`src/rtl/rbm_sequencer_pkg.sv`:
```
// rtl/rbm_sequencer_pkg.sv - shared defaults, address widths and state encoding for the RBM sequencer
package rbm_sequencer_pkg;

  // Default network geometry and datapath widths
  localparam int DEF_N_PIXEL  = 784;
  localparam int DEF_N_HIDDEN = 441;
  localparam int DEF_N_CLASS  = 10;
  localparam int DEF_W_W      = 12;
  localparam int DEF_CNT_W    = 8;

  // Fixed address port widths toward the weight/bias/image memories
  localparam int IMG_AW = 10;
  localparam int HID_AW = 9;
  localparam int CLS_AW = 4;

  typedef enum logic [2:0] {
    S_IDLE = 3'd0,
    S_HID  = 3'd1,
    S_CLS  = 3'd2,
    S_ARG  = 3'd3,
    S_FIN  = 3'd4
  } state_t;

endpackage

```
`src/rtl/rbm_sequencer_if.sv`:
```
// rtl/rbm_sequencer_if.sv - control, memory-read and datapath signals between sequencer and RBM datapath
interface rbm_sequencer_if
  import rbm_sequencer_pkg::*;
#(
  parameter int W_W     = DEF_W_W,
  parameter int CNT_W   = DEF_CNT_W,
  parameter int N_CLASS = DEF_N_CLASS
) ();

  // Run control
  logic                     start;
  logic [CNT_W-1:0]         iter_num;
  logic                     busy;
  logic                     done;

  // Memory addresses and read data
  logic [IMG_AW-1:0]        img_addr;
  logic                     img_bit;
  logic [HID_AW-1:0]        hid_addr;
  logic [W_W-1:0]           hw_data;
  logic [W_W-1:0]           hb_data;
  logic [CLS_AW-1:0]        cls_addr;
  logic [W_W-1:0]           cw_data;
  logic [W_W-1:0]           cb_data;
  logic                     sw_bit;

  // Datapath operands and sampled results
  logic                     enable_hidden;
  logic                     enable_classi;
  logic [IMG_AW-1:0]        pixel_id;
  logic [HID_AW-1:0]        hidden_id;
  logic [W_W-1:0]           Hvalue;
  logic                     pixel;
  logic                     HiddenSwitch;
  logic [W_W-1:0]           Cvalue;
  logic                     hidden_pixel;
  logic                     hidden;
  logic                     spike;

  // Run results
  logic [N_CLASS*CNT_W-1:0] spike_cnt;
  logic [CLS_AW-1:0]        best_class;

  modport master (
    input  start, iter_num, img_bit, hw_data, hb_data, cw_data, cb_data, sw_bit, hidden, spike,
    output busy, done, img_addr, hid_addr, cls_addr, enable_hidden, enable_classi, pixel_id,
           hidden_id, Hvalue, pixel, HiddenSwitch, Cvalue, hidden_pixel, spike_cnt, best_class
  );

  modport slave (
    output start, iter_num, img_bit, hw_data, hb_data, cw_data, cb_data, sw_bit, hidden, spike,
    input  busy, done, img_addr, hid_addr, cls_addr, enable_hidden, enable_classi, pixel_id,
           hidden_id, Hvalue, pixel, HiddenSwitch, Cvalue, hidden_pixel, spike_cnt, best_class
  );

endinterface

```
`src/rtl/rbm_sequencer_argmax.sv`:
```
// rtl/rbm_sequencer_argmax.sv - sequential one-element-per-cycle argmax scan over N packed counts
module rbm_argmax
  import rbm_sequencer_pkg::*;
#(
  parameter int N = DEF_N_CLASS,
  parameter int W = DEF_CNT_W
) (
  input  logic              clock,
  input  logic              reset,
  input  logic              start_i,
  input  logic [N*W-1:0]    vals_i,
  output logic              valid_o,
  output logic [CLS_AW-1:0] idx_o
);

  localparam logic [CLS_AW-1:0] K_LAST = CLS_AW'(N - 1);

  logic              act_q;
  logic [CLS_AW-1:0] k_q;
  logic [CLS_AW-1:0] bi_q;
  logic [W-1:0]      bv_q;

  logic [CLS_AW-1:0] cur_k;
  logic [W-1:0]      cur_v;
  logic              take;
  logic [CLS_AW-1:0] bi_d;
  logic [W-1:0]      bv_d;

  // Element 0 is consumed in the start cycle; strict compare keeps the lowest index on ties
  always_comb begin
    cur_k = start_i ? '0 : k_q;
    cur_v = '0;
    for (int i = 0; i < N; i++) begin
      if (cur_k == CLS_AW'(i)) cur_v = vals_i[i*W +: W];
    end
    take = start_i || (cur_v > bv_q);
    bv_d = take ? cur_v : bv_q;
    bi_d = take ? cur_k : bi_q;
  end

  // The winner including the element compared this cycle is presented with valid on the last element
  assign valid_o = (start_i || act_q) && (cur_k == K_LAST);
  assign idx_o   = bi_d;

  // Scan state: running best value/index and element pointer
  always_ff @(posedge clock or posedge reset) begin
    if (reset) begin
      act_q <= 1'b0;
      k_q   <= '0;
      bi_q  <= '0;
      bv_q  <= '0;
    end else if (start_i) begin
      act_q <= (K_LAST != '0);
      k_q   <= CLS_AW'(1);
      bi_q  <= bi_d;
      bv_q  <= bv_d;
    end else if (act_q) begin
      k_q  <= k_q + 1'b1;
      bi_q <= bi_d;
      bv_q <= bv_d;
      if (k_q == K_LAST) act_q <= 1'b0;
    end
  end

endmodule

```
`src/rtl/rbm_sequencer.sv`:
```
// rtl/rbm_sequencer.sv - iterates the RBM datapath through hidden/classifier phases and reports the argmax class
module rbm_sequencer
  import rbm_sequencer_pkg::*;
#(
  parameter int N_PIXEL  = DEF_N_PIXEL,
  parameter int N_HIDDEN = DEF_N_HIDDEN,
  parameter int N_CLASS  = DEF_N_CLASS,
  parameter int W_W      = DEF_W_W,
  parameter int CNT_W    = DEF_CNT_W
) (
  input logic           clock,
  input logic           reset,
  rbm_sequencer_if.master bus
);

  localparam logic [IMG_AW-1:0] P_BIAS  = IMG_AW'(N_PIXEL);
  localparam logic [IMG_AW-1:0] P_CAP   = IMG_AW'(N_PIXEL + 1);
  localparam logic [HID_AW-1:0] H_LAST  = HID_AW'(N_HIDDEN - 1);
  localparam logic [HID_AW-1:0] Q_BIAS  = HID_AW'(N_HIDDEN);
  localparam logic [HID_AW-1:0] Q_CAP   = HID_AW'(N_HIDDEN + 1);
  localparam logic [CLS_AW-1:0] C_LAST  = CLS_AW'(N_CLASS - 1);
  localparam logic [CNT_W-1:0]  CNT_MAX = '1;

  state_t                   state_q;
  logic [IMG_AW-1:0]        p_q;
  logic [HID_AW-1:0]        h_q;
  logic [HID_AW-1:0]        q_q;
  logic [CLS_AW-1:0]        c_q;
  logic [CNT_W-1:0]         iter_q;
  logic [CNT_W-1:0]         it_q;
  logic [N_HIDDEN-1:0]      hreg_q;
  logic [CNT_W-1:0]         cnt_q [N_CLASS];
  logic [CLS_AW-1:0]        best_q;
  logic                     arg_go_q;

  logic                     hbit_d;
  logic [CNT_W-1:0]         cur_cnt;
  logic [CNT_W-1:0]         cnt_sat_d;
  logic [N_CLASS*CNT_W-1:0] cnt_flat;
  logic                     arg_valid;
  logic [CLS_AW-1:0]        arg_idx;

  logic [IMG_AW-1:0]        img_addr_mx;
  logic [HID_AW-1:0]        hid_addr_mx;
  logic [CLS_AW-1:0]        cls_addr_mx;
  logic                     pixel_mx;
  logic [W_W-1:0]           hvalue_mx;
  logic                     sw_mx;
  logic                     hp_mx;
  logic [W_W-1:0]           cvalue_mx;

  // Stored hidden bit for the current classifier row and the saturated next count of the current class
  always_comb begin
    hbit_d  = 1'b0;
    cur_cnt = '0;
    for (int i = 0; i < N_HIDDEN; i++) begin
      if (q_q == HID_AW'(i)) hbit_d = hreg_q[i];
    end
    for (int i = 0; i < N_CLASS; i++) begin
      if (c_q == CLS_AW'(i)) cur_cnt = cnt_q[i];
    end
    cnt_sat_d = (bus.spike && (cur_cnt != CNT_MAX)) ? cur_cnt + 1'b1 : cur_cnt;
  end

  // Flatten counts for the output port and the argmax scan, class 0 in the LSBs
  always_comb begin
    cnt_flat = '0;
    for (int i = 0; i < N_CLASS; i++) cnt_flat[i*CNT_W +: CNT_W] = cnt_q[i];
  end

  rbm_argmax #(
    .N (N_CLASS),
    .W (CNT_W)
  ) u_argmax (
    .clock   (clock),
    .reset   (reset),
    .start_i (arg_go_q),
    .vals_i  (cnt_flat),
    .valid_o (arg_valid),
    .idx_o   (arg_idx)
  );

  // Run sequencing: phase counters, hidden capture, spike accumulation and argmax hand-off
  always_ff @(posedge clock or posedge reset) begin
    if (reset) begin
      state_q  <= S_IDLE;
      p_q      <= '0;
      h_q      <= '0;
      q_q      <= '0;
      c_q      <= '0;
      iter_q   <= '0;
      it_q     <= '0;
      hreg_q   <= '0;
      best_q   <= '0;
      arg_go_q <= 1'b0;
      for (int i = 0; i < N_CLASS; i++) cnt_q[i] <= '0;
    end else begin
      arg_go_q <= 1'b0;
      unique case (state_q)
        S_IDLE: begin
          if (bus.start) begin
            iter_q <= bus.iter_num;
            it_q   <= '0;
            best_q <= '0;
            p_q    <= '0;
            h_q    <= '0;
            q_q    <= '0;
            c_q    <= '0;
            for (int i = 0; i < N_CLASS; i++) cnt_q[i] <= '0;
            if (bus.iter_num != '0) begin
              state_q <= S_HID;
            end else begin
              state_q  <= S_ARG;
              arg_go_q <= 1'b1;
            end
          end
        end
        S_HID: begin
          if (p_q == P_CAP) begin
            for (int i = 0; i < N_HIDDEN; i++) begin
              if (h_q == HID_AW'(i)) hreg_q[i] <= bus.hidden;
            end
            p_q <= '0;
            if (h_q == H_LAST) begin
              h_q     <= '0;
              q_q     <= '0;
              c_q     <= '0;
              state_q <= S_CLS;
            end else begin
              h_q <= h_q + 1'b1;
            end
          end else begin
            p_q <= p_q + 1'b1;
          end
        end
        S_CLS: begin
          if (q_q == Q_CAP) begin
            for (int i = 0; i < N_CLASS; i++) begin
              if (c_q == CLS_AW'(i)) cnt_q[i] <= cnt_sat_d;
            end
            q_q <= '0;
            if (c_q == C_LAST) begin
              c_q  <= '0;
              it_q <= it_q + 1'b1;
              if (it_q + 1'b1 == iter_q) begin
                state_q  <= S_ARG;
                arg_go_q <= 1'b1;
              end else begin
                p_q     <= '0;
                h_q     <= '0;
                state_q <= S_HID;
              end
            end else begin
              c_q <= c_q + 1'b1;
            end
          end else begin
            q_q <= q_q + 1'b1;
          end
        end
        S_ARG: begin
          if (arg_valid) begin
            best_q  <= arg_idx;
            state_q <= S_FIN;
          end
        end
        S_FIN:   state_q <= S_IDLE;
        default: state_q <= S_IDLE;
      endcase
    end
  end

  // Address generation and operand muxing; everything is zero outside its active phase
  always_comb begin
    img_addr_mx = '0;
    hid_addr_mx = '0;
    cls_addr_mx = '0;
    pixel_mx    = 1'b0;
    hvalue_mx   = {W_W{1'b0}};
    sw_mx       = 1'b0;
    hp_mx       = 1'b0;
    cvalue_mx   = {W_W{1'b0}};
    if (state_q == S_HID) begin
      hid_addr_mx = h_q;
      sw_mx       = bus.sw_bit;
      if (p_q < P_BIAS) begin
        img_addr_mx = p_q;
        pixel_mx    = bus.img_bit;
        hvalue_mx   = bus.hw_data;
      end else if (p_q == P_BIAS) begin
        pixel_mx  = 1'b1;
        hvalue_mx = bus.hb_data;
      end
    end else if (state_q == S_CLS) begin
      hid_addr_mx = q_q;
      cls_addr_mx = c_q;
      if (q_q < Q_BIAS) begin
        hp_mx     = hbit_d;
        cvalue_mx = bus.cw_data;
      end else if (q_q == Q_BIAS) begin
        hp_mx     = 1'b1;
        cvalue_mx = bus.cb_data;
      end
    end
  end

  assign bus.busy          = (state_q == S_HID) || (state_q == S_CLS) || (state_q == S_ARG);
  assign bus.done          = (state_q == S_FIN);
  assign bus.enable_hidden = (state_q == S_HID);
  assign bus.enable_classi = (state_q == S_CLS);
  assign bus.img_addr      = img_addr_mx;
  assign bus.pixel_id      = img_addr_mx;
  assign bus.hid_addr      = hid_addr_mx;
  assign bus.hidden_id     = hid_addr_mx;
  assign bus.cls_addr      = cls_addr_mx;
  assign bus.pixel         = pixel_mx;
  assign bus.Hvalue        = hvalue_mx;
  assign bus.HiddenSwitch  = sw_mx;
  assign bus.hidden_pixel  = hp_mx;
  assign bus.Cvalue        = cvalue_mx;
  assign bus.spike_cnt     = cnt_flat;
  assign bus.best_class    = best_q;

endmodule

```
`src/flat_wrapper.sv`:
```
// flat-port wrapper written by rule: the top's interface ports become plain ports
module rbm_sequencer_flat import rbm_sequencer_pkg::*;
#(
  parameter int N_PIXEL  = DEF_N_PIXEL,
  parameter int N_HIDDEN = DEF_N_HIDDEN,
  parameter int N_CLASS  = DEF_N_CLASS,
  parameter int W_W      = DEF_W_W,
  parameter int CNT_W    = DEF_CNT_W
)
  (clock, reset, bus_start, bus_iter_num, bus_img_bit, bus_hw_data, bus_hb_data, bus_cw_data, bus_cb_data, bus_sw_bit, bus_hidden, bus_spike, bus_busy, bus_done, bus_img_addr, bus_hid_addr, bus_cls_addr, bus_enable_hidden, bus_enable_classi, bus_pixel_id, bus_hidden_id, bus_Hvalue, bus_pixel, bus_HiddenSwitch, bus_Cvalue, bus_hidden_pixel, bus_spike_cnt, bus_best_class);
  rbm_sequencer_if #(.W_W(W_W), .CNT_W(CNT_W), .N_CLASS(N_CLASS)) bus_i ();
  input logic clock;
  input logic reset;
  input wire logic [$bits(bus_i.start)-1:0] bus_start;
  input wire logic [$bits(bus_i.iter_num)-1:0] bus_iter_num;
  input wire logic [$bits(bus_i.img_bit)-1:0] bus_img_bit;
  input wire logic [$bits(bus_i.hw_data)-1:0] bus_hw_data;
  input wire logic [$bits(bus_i.hb_data)-1:0] bus_hb_data;
  input wire logic [$bits(bus_i.cw_data)-1:0] bus_cw_data;
  input wire logic [$bits(bus_i.cb_data)-1:0] bus_cb_data;
  input wire logic [$bits(bus_i.sw_bit)-1:0] bus_sw_bit;
  input wire logic [$bits(bus_i.hidden)-1:0] bus_hidden;
  input wire logic [$bits(bus_i.spike)-1:0] bus_spike;
  output wire logic [$bits(bus_i.busy)-1:0] bus_busy;
  output wire logic [$bits(bus_i.done)-1:0] bus_done;
  output wire logic [$bits(bus_i.img_addr)-1:0] bus_img_addr;
  output wire logic [$bits(bus_i.hid_addr)-1:0] bus_hid_addr;
  output wire logic [$bits(bus_i.cls_addr)-1:0] bus_cls_addr;
  output wire logic [$bits(bus_i.enable_hidden)-1:0] bus_enable_hidden;
  output wire logic [$bits(bus_i.enable_classi)-1:0] bus_enable_classi;
  output wire logic [$bits(bus_i.pixel_id)-1:0] bus_pixel_id;
  output wire logic [$bits(bus_i.hidden_id)-1:0] bus_hidden_id;
  output wire logic [$bits(bus_i.Hvalue)-1:0] bus_Hvalue;
  output wire logic [$bits(bus_i.pixel)-1:0] bus_pixel;
  output wire logic [$bits(bus_i.HiddenSwitch)-1:0] bus_HiddenSwitch;
  output wire logic [$bits(bus_i.Cvalue)-1:0] bus_Cvalue;
  output wire logic [$bits(bus_i.hidden_pixel)-1:0] bus_hidden_pixel;
  output wire logic [$bits(bus_i.spike_cnt)-1:0] bus_spike_cnt;
  output wire logic [$bits(bus_i.best_class)-1:0] bus_best_class;
  assign bus_i.start = bus_start;
  assign bus_i.iter_num = bus_iter_num;
  assign bus_i.img_bit = bus_img_bit;
  assign bus_i.hw_data = bus_hw_data;
  assign bus_i.hb_data = bus_hb_data;
  assign bus_i.cw_data = bus_cw_data;
  assign bus_i.cb_data = bus_cb_data;
  assign bus_i.sw_bit = bus_sw_bit;
  assign bus_i.hidden = bus_hidden;
  assign bus_i.spike = bus_spike;
  assign bus_busy = bus_i.busy;
  assign bus_done = bus_i.done;
  assign bus_img_addr = bus_i.img_addr;
  assign bus_hid_addr = bus_i.hid_addr;
  assign bus_cls_addr = bus_i.cls_addr;
  assign bus_enable_hidden = bus_i.enable_hidden;
  assign bus_enable_classi = bus_i.enable_classi;
  assign bus_pixel_id = bus_i.pixel_id;
  assign bus_hidden_id = bus_i.hidden_id;
  assign bus_Hvalue = bus_i.Hvalue;
  assign bus_pixel = bus_i.pixel;
  assign bus_HiddenSwitch = bus_i.HiddenSwitch;
  assign bus_Cvalue = bus_i.Cvalue;
  assign bus_hidden_pixel = bus_i.hidden_pixel;
  assign bus_spike_cnt = bus_i.spike_cnt;
  assign bus_best_class = bus_i.best_class;
  rbm_sequencer #(.N_PIXEL(N_PIXEL), .N_HIDDEN(N_HIDDEN), .N_CLASS(N_CLASS), .W_W(W_W), .CNT_W(CNT_W)) u_core (.clock(clock), .reset(reset), .bus(bus_i));
endmodule
```
`config.mk`:
```
export PLATFORM = sky130hd
export DESIGN_NAME = rbm_sequencer_flat
export DESIGN_NICKNAME = d
export VERILOG_FILES = /design/src/rtl/rbm_sequencer_pkg.sv /design/src/rtl/rbm_sequencer_if.sv /design/src/rtl/rbm_sequencer_argmax.sv /design/src/rtl/rbm_sequencer.sv /design/src/flat_wrapper.sv
export SDC_FILE = /design/constraint.sdc
export NUM_CORES = 2
export LEC_CHECK = 0
export ABC_AREA = 1
export ABC_CLOCK_PERIOD_IN_PS = 25300
export BUFFER_PORTS_ARGS = -buffer_cell sky130_fd_sc_hd__buf_2
export CAP_MARGIN = 5
export CELL_PAD_IN_SITES_DETAIL_PLACEMENT = 0
export CELL_PAD_IN_SITES_GLOBAL_PLACEMENT = 1
export CORE_UTILIZATION = 45
export CTS_CLUSTER_DIAMETER = 200
export DETAILED_ROUTE_END_ITERATION = 8
export GPL_TIMING_DRIVEN = 0
export PLACE_DENSITY = 0.78
export RECOVER_POWER = 50
export SLEW_MARGIN = 20
export SYNTH_ARGS = -nofsm -noshare
export SYNTH_HDL_FRONTEND = slang
export SYNTH_SLANG_ARGS = --single-unit
```
`constraint.sdc`:
```
create_clock -name clock -period 25.3 [get_ports clock]
set_input_delay 1.265 -clock clock [delete_from_list [all_inputs] [get_ports clock]]
set_output_delay 1.265 -clock clock [all_outputs]
set_load 0.01 [all_outputs]
```
==> flow_summary.json <==
{
  "status": "complete, but fails checks",
  "violations": "max-capacitance violations, max-slew violations, negative setup slack",
  "fillers": 8143,
  "drtIter0Drc": 4899,
  "critPathMaxStageDelay_ps": 450,
  "endpoint_kind": "primary output",
  "worstHoldStart": "u_core.u_argmax.k_q[3]",
  "p_per_area_nw_per_um2": 51.8,
  "finalHoldViolCount": 0,
  "gp_congestion": 1.03,
  "cp_max_fo": 4,
  "via_count": 37692,
  "cts.sinks": 594,
  "slowest_stage": "dfrtp_2",
  "pin_count": 220,
  "min_to": "u_core.u_argmax.k_q[3]",
  "arrival_ps": 28880,
  "numPortBuffers": 218,
  "first_pass_iters": 9,
  "grt_pass1_wl_mm": 233,
  "synth_most_common_cell": "nand2_1",
  "postSynth.asyncResetShare": 1.00,
  "die_area_um2": 81700,
  "synthTopCellsByCount": "nand2_1 (1353), inv_1 (908), nor2_1 (649), dfrtp_1 (594), o21ai_0 (347)",
  "clock_skew_ps": 23.2,
  "yosysTopAreaCellShare": 0.410,
  "place_ws_ps": -6040,
  "seqCellArea_um2": 14900,
  "area_delta_synth_final_pct": 15.7,
  "viasPerCell": 5.61,
  "fin_crit_sh": 1.19,
  "die_h_um": 286,
  "cts_buffers": 74,
  "multi_input_area_um2": 17300,
  "slew_violations": 576,
  "period_needed_ps": 30150,
  "rr_endpoint": "u_core.p_q[8]",
  "path_common_cell": "nand2_1",
  "synth_area_um2": 36200,
  "ys_ff_latch": 594,
  "grt_pass1_vias": 33885,
  "final_util": 0.528,
  "route.final.wire_length_mm": 163,
  "start_util": 0.457,
  "hold_depth": 1,
  "avgSynthCellArea_um2": 6.88,
  "root_buffer": "clkbuf_16",
  "grt-ovfl-total": 0,
  "grt_max_degree": 97,
  "synth_top_flop_cell": "dfrtp_1",
  "placedCellCount": 6548,
  "max_freq_mhz": 33.2,
  "start_kind": "flop",
  "rr_worst_depth": 17,
  "ir_worst_vdd_mv": 0.0509,
  "seq_area_frac_synth": 0.410,
  "clk_path_buf_depth": 3,
  "chipWidth_um": 286,
  "wire_per_inst_um": 24.2,
  "cap_viol_max_count": 8,
  "ff2ff_setup_slack_ps": 18350,
  "synthCells": 5270,
  "cts.clk_slew.worst_paths_ps": 60,
  "synth_nets": 5358,
  "slew_headroom": -2.53,
  "drive_gt1_frac": 0.0938,
  "cts_tree": "yes",
  "insertion_delay_ps": 630,
  "core_um2": 79400,
  "hold_path.class": "reg -> reg",
  "rows": 103,
  "antenna_found_initial": 3,
  "cp.required_ps": 24030,
  "leakage_nw": 20.7,
  "postCtsHoldBufs": 0,
  "path_class": "reg -> out",
  "worst_slew_pin_slew_ps": 5300,
  "yosys.area.top_type": "dfrtp_1",
  "setup_viol": 1,
  "yosysUniqueCellTypes": 46,
  "synth_edf_count": 0,
  "grt_use_total": 0.392,
  "synth.area.top_cells": "dfrtp_1 (41%), nand2_1 (14%), inv_1 (9.4%), nor2_1 (6.7%), o21ai_0 (4.8%)",
  "drc": 0,
  "htreeDepth": 3,
  "tns_ps": -4850,
  "final.setup.worst_slack_ps": -4850,
  "final_nets": 5706,
  "dp_hpwl_mm": 115,
  "yosysWarnings": 0,
  "ant_nets": 0,
  "final_cells": 6722,
  "rsz0062_at_grt": "yes",
  "worstReg2RegStart": "u_core.q_q[8]"
}
-- state kept, by name, summed over array words and instances (netlist names), 8 cells and up --
signal	flops
u_core.hreg_q	441
u_core.bus.spike_cnt	80
u_core.p_q	10
u_core.h_q	9
u_core.q_q	9
u_core.it_q	8
u_core.iter_q	8
u_core.u_argmax.bv_q	8
-- through the flow --
step	power, mW	hold slack [ps]	area, um2
floorplan	1.07	433	36200
global placement	1.11	459	38700
detailed placement	1.11	459	39000
CTS	2.18	471	42000
global route	2.22	492	41900
finish	2.17	478	41900
-- final cells by class --
type | instances | area share
timing repair buffer | 272 | 0.0343
antenna | 1 | 0.0000597
clock buffer | 113 | 0.0539
multi-input combinational | 3481 | 0.412
inverter | 968 | 0.0880
tap | 1050 | 0.0313
buffer | 227 | 0.0228
clock inverter | 16 | 0.00337
sequential | 594 | 0.355
-- timing repair --
item,in CTS,in global routing
pin swaps,26,29
setup endpoints to repair,1,1
buffers inserted,33,10
resized for setup,102,35
-- layout by cell type (no fill, tap or decap), drive strengths merged, types with 4 or more instances in the layout --
cell type and count:
nor3 49, a221oi 7, clkinv 37, xnor2 6, buf 219, nand3 279, a22oi 16, o21a 39
o31ai 24, nor2 663, o21ai 352, a211oi 4, a21oi 250, a31o 4, ha 25, nand4 35
o22ai 90, o211ai 4, dfrtp 594, inv 944, nand2 1354, mux2i 166, mux2 38, a31oi 32
nor4 7, o2111ai 6, xor2 8, clkbuf 393, or2 5
-- where the power goes --
group | internal [mW] | switching [mW] | total (mW)
sequential | 0.978 | 0.0160 | 0.994
clock | 0.633 | 0.448 | 1.08
combinational | 0.0275 | 0.0684 | 0.0959
total | 1.64 | 0.533 | 2.17
-- critical path, delay by kind of cell (launching register included) --
| family | cells | cell delay [ps] |
|---|---|---|
| flops | 1 | 450 |
| buf+inv | 6 | 530 |
| fa+ha+maj | 1 | 170 |
| simple gates | 439 | 26720 |
| compound gates | 2 | 240 |
-- cells by family after synthesis --
family / count (synthesis) / synth area share
xor gates and xnor gates: 14 / 0.00338
DFF: 594 / 0.410
muxes: 204 / 0.0576
adders and majority gates: 25 / 0.00863
AOI/OAI and AO/OA: 840 / 0.129
buffers and inverters: 1195 / 0.126
and+or+nand+nor: 2398 / 0.265
-- per-layer routing --
metal,global-route usage,wire length [um]
met1,0.555,68400
met2,0.560,66200
met3,0.0848,18100
met4,0.203,9940
met5,0,0
-- worst max path at each step --
stage                   from                to  slack [ps]  cells past startpoint
2_1_floorplan  u_core.q_q[0]  bus_hidden_pixel        2390                    447
4_1_cts        u_core.q_q[0]  bus_hidden_pixel       -4200                    448
3_5_place_dp   u_core.q_q[0]  bus_hidden_pixel       -6040                    445
5_1_grt        u_core.q_q[3]  bus_hidden_pixel       -8160                    452
6_report       u_core.q_q[0]  bus_hidden_pixel       -4850                    448
3_3_place_gp   u_core.q_q[0]  bus_hidden_pixel       -6340                    445
Power figures use the tool's default switching activity.
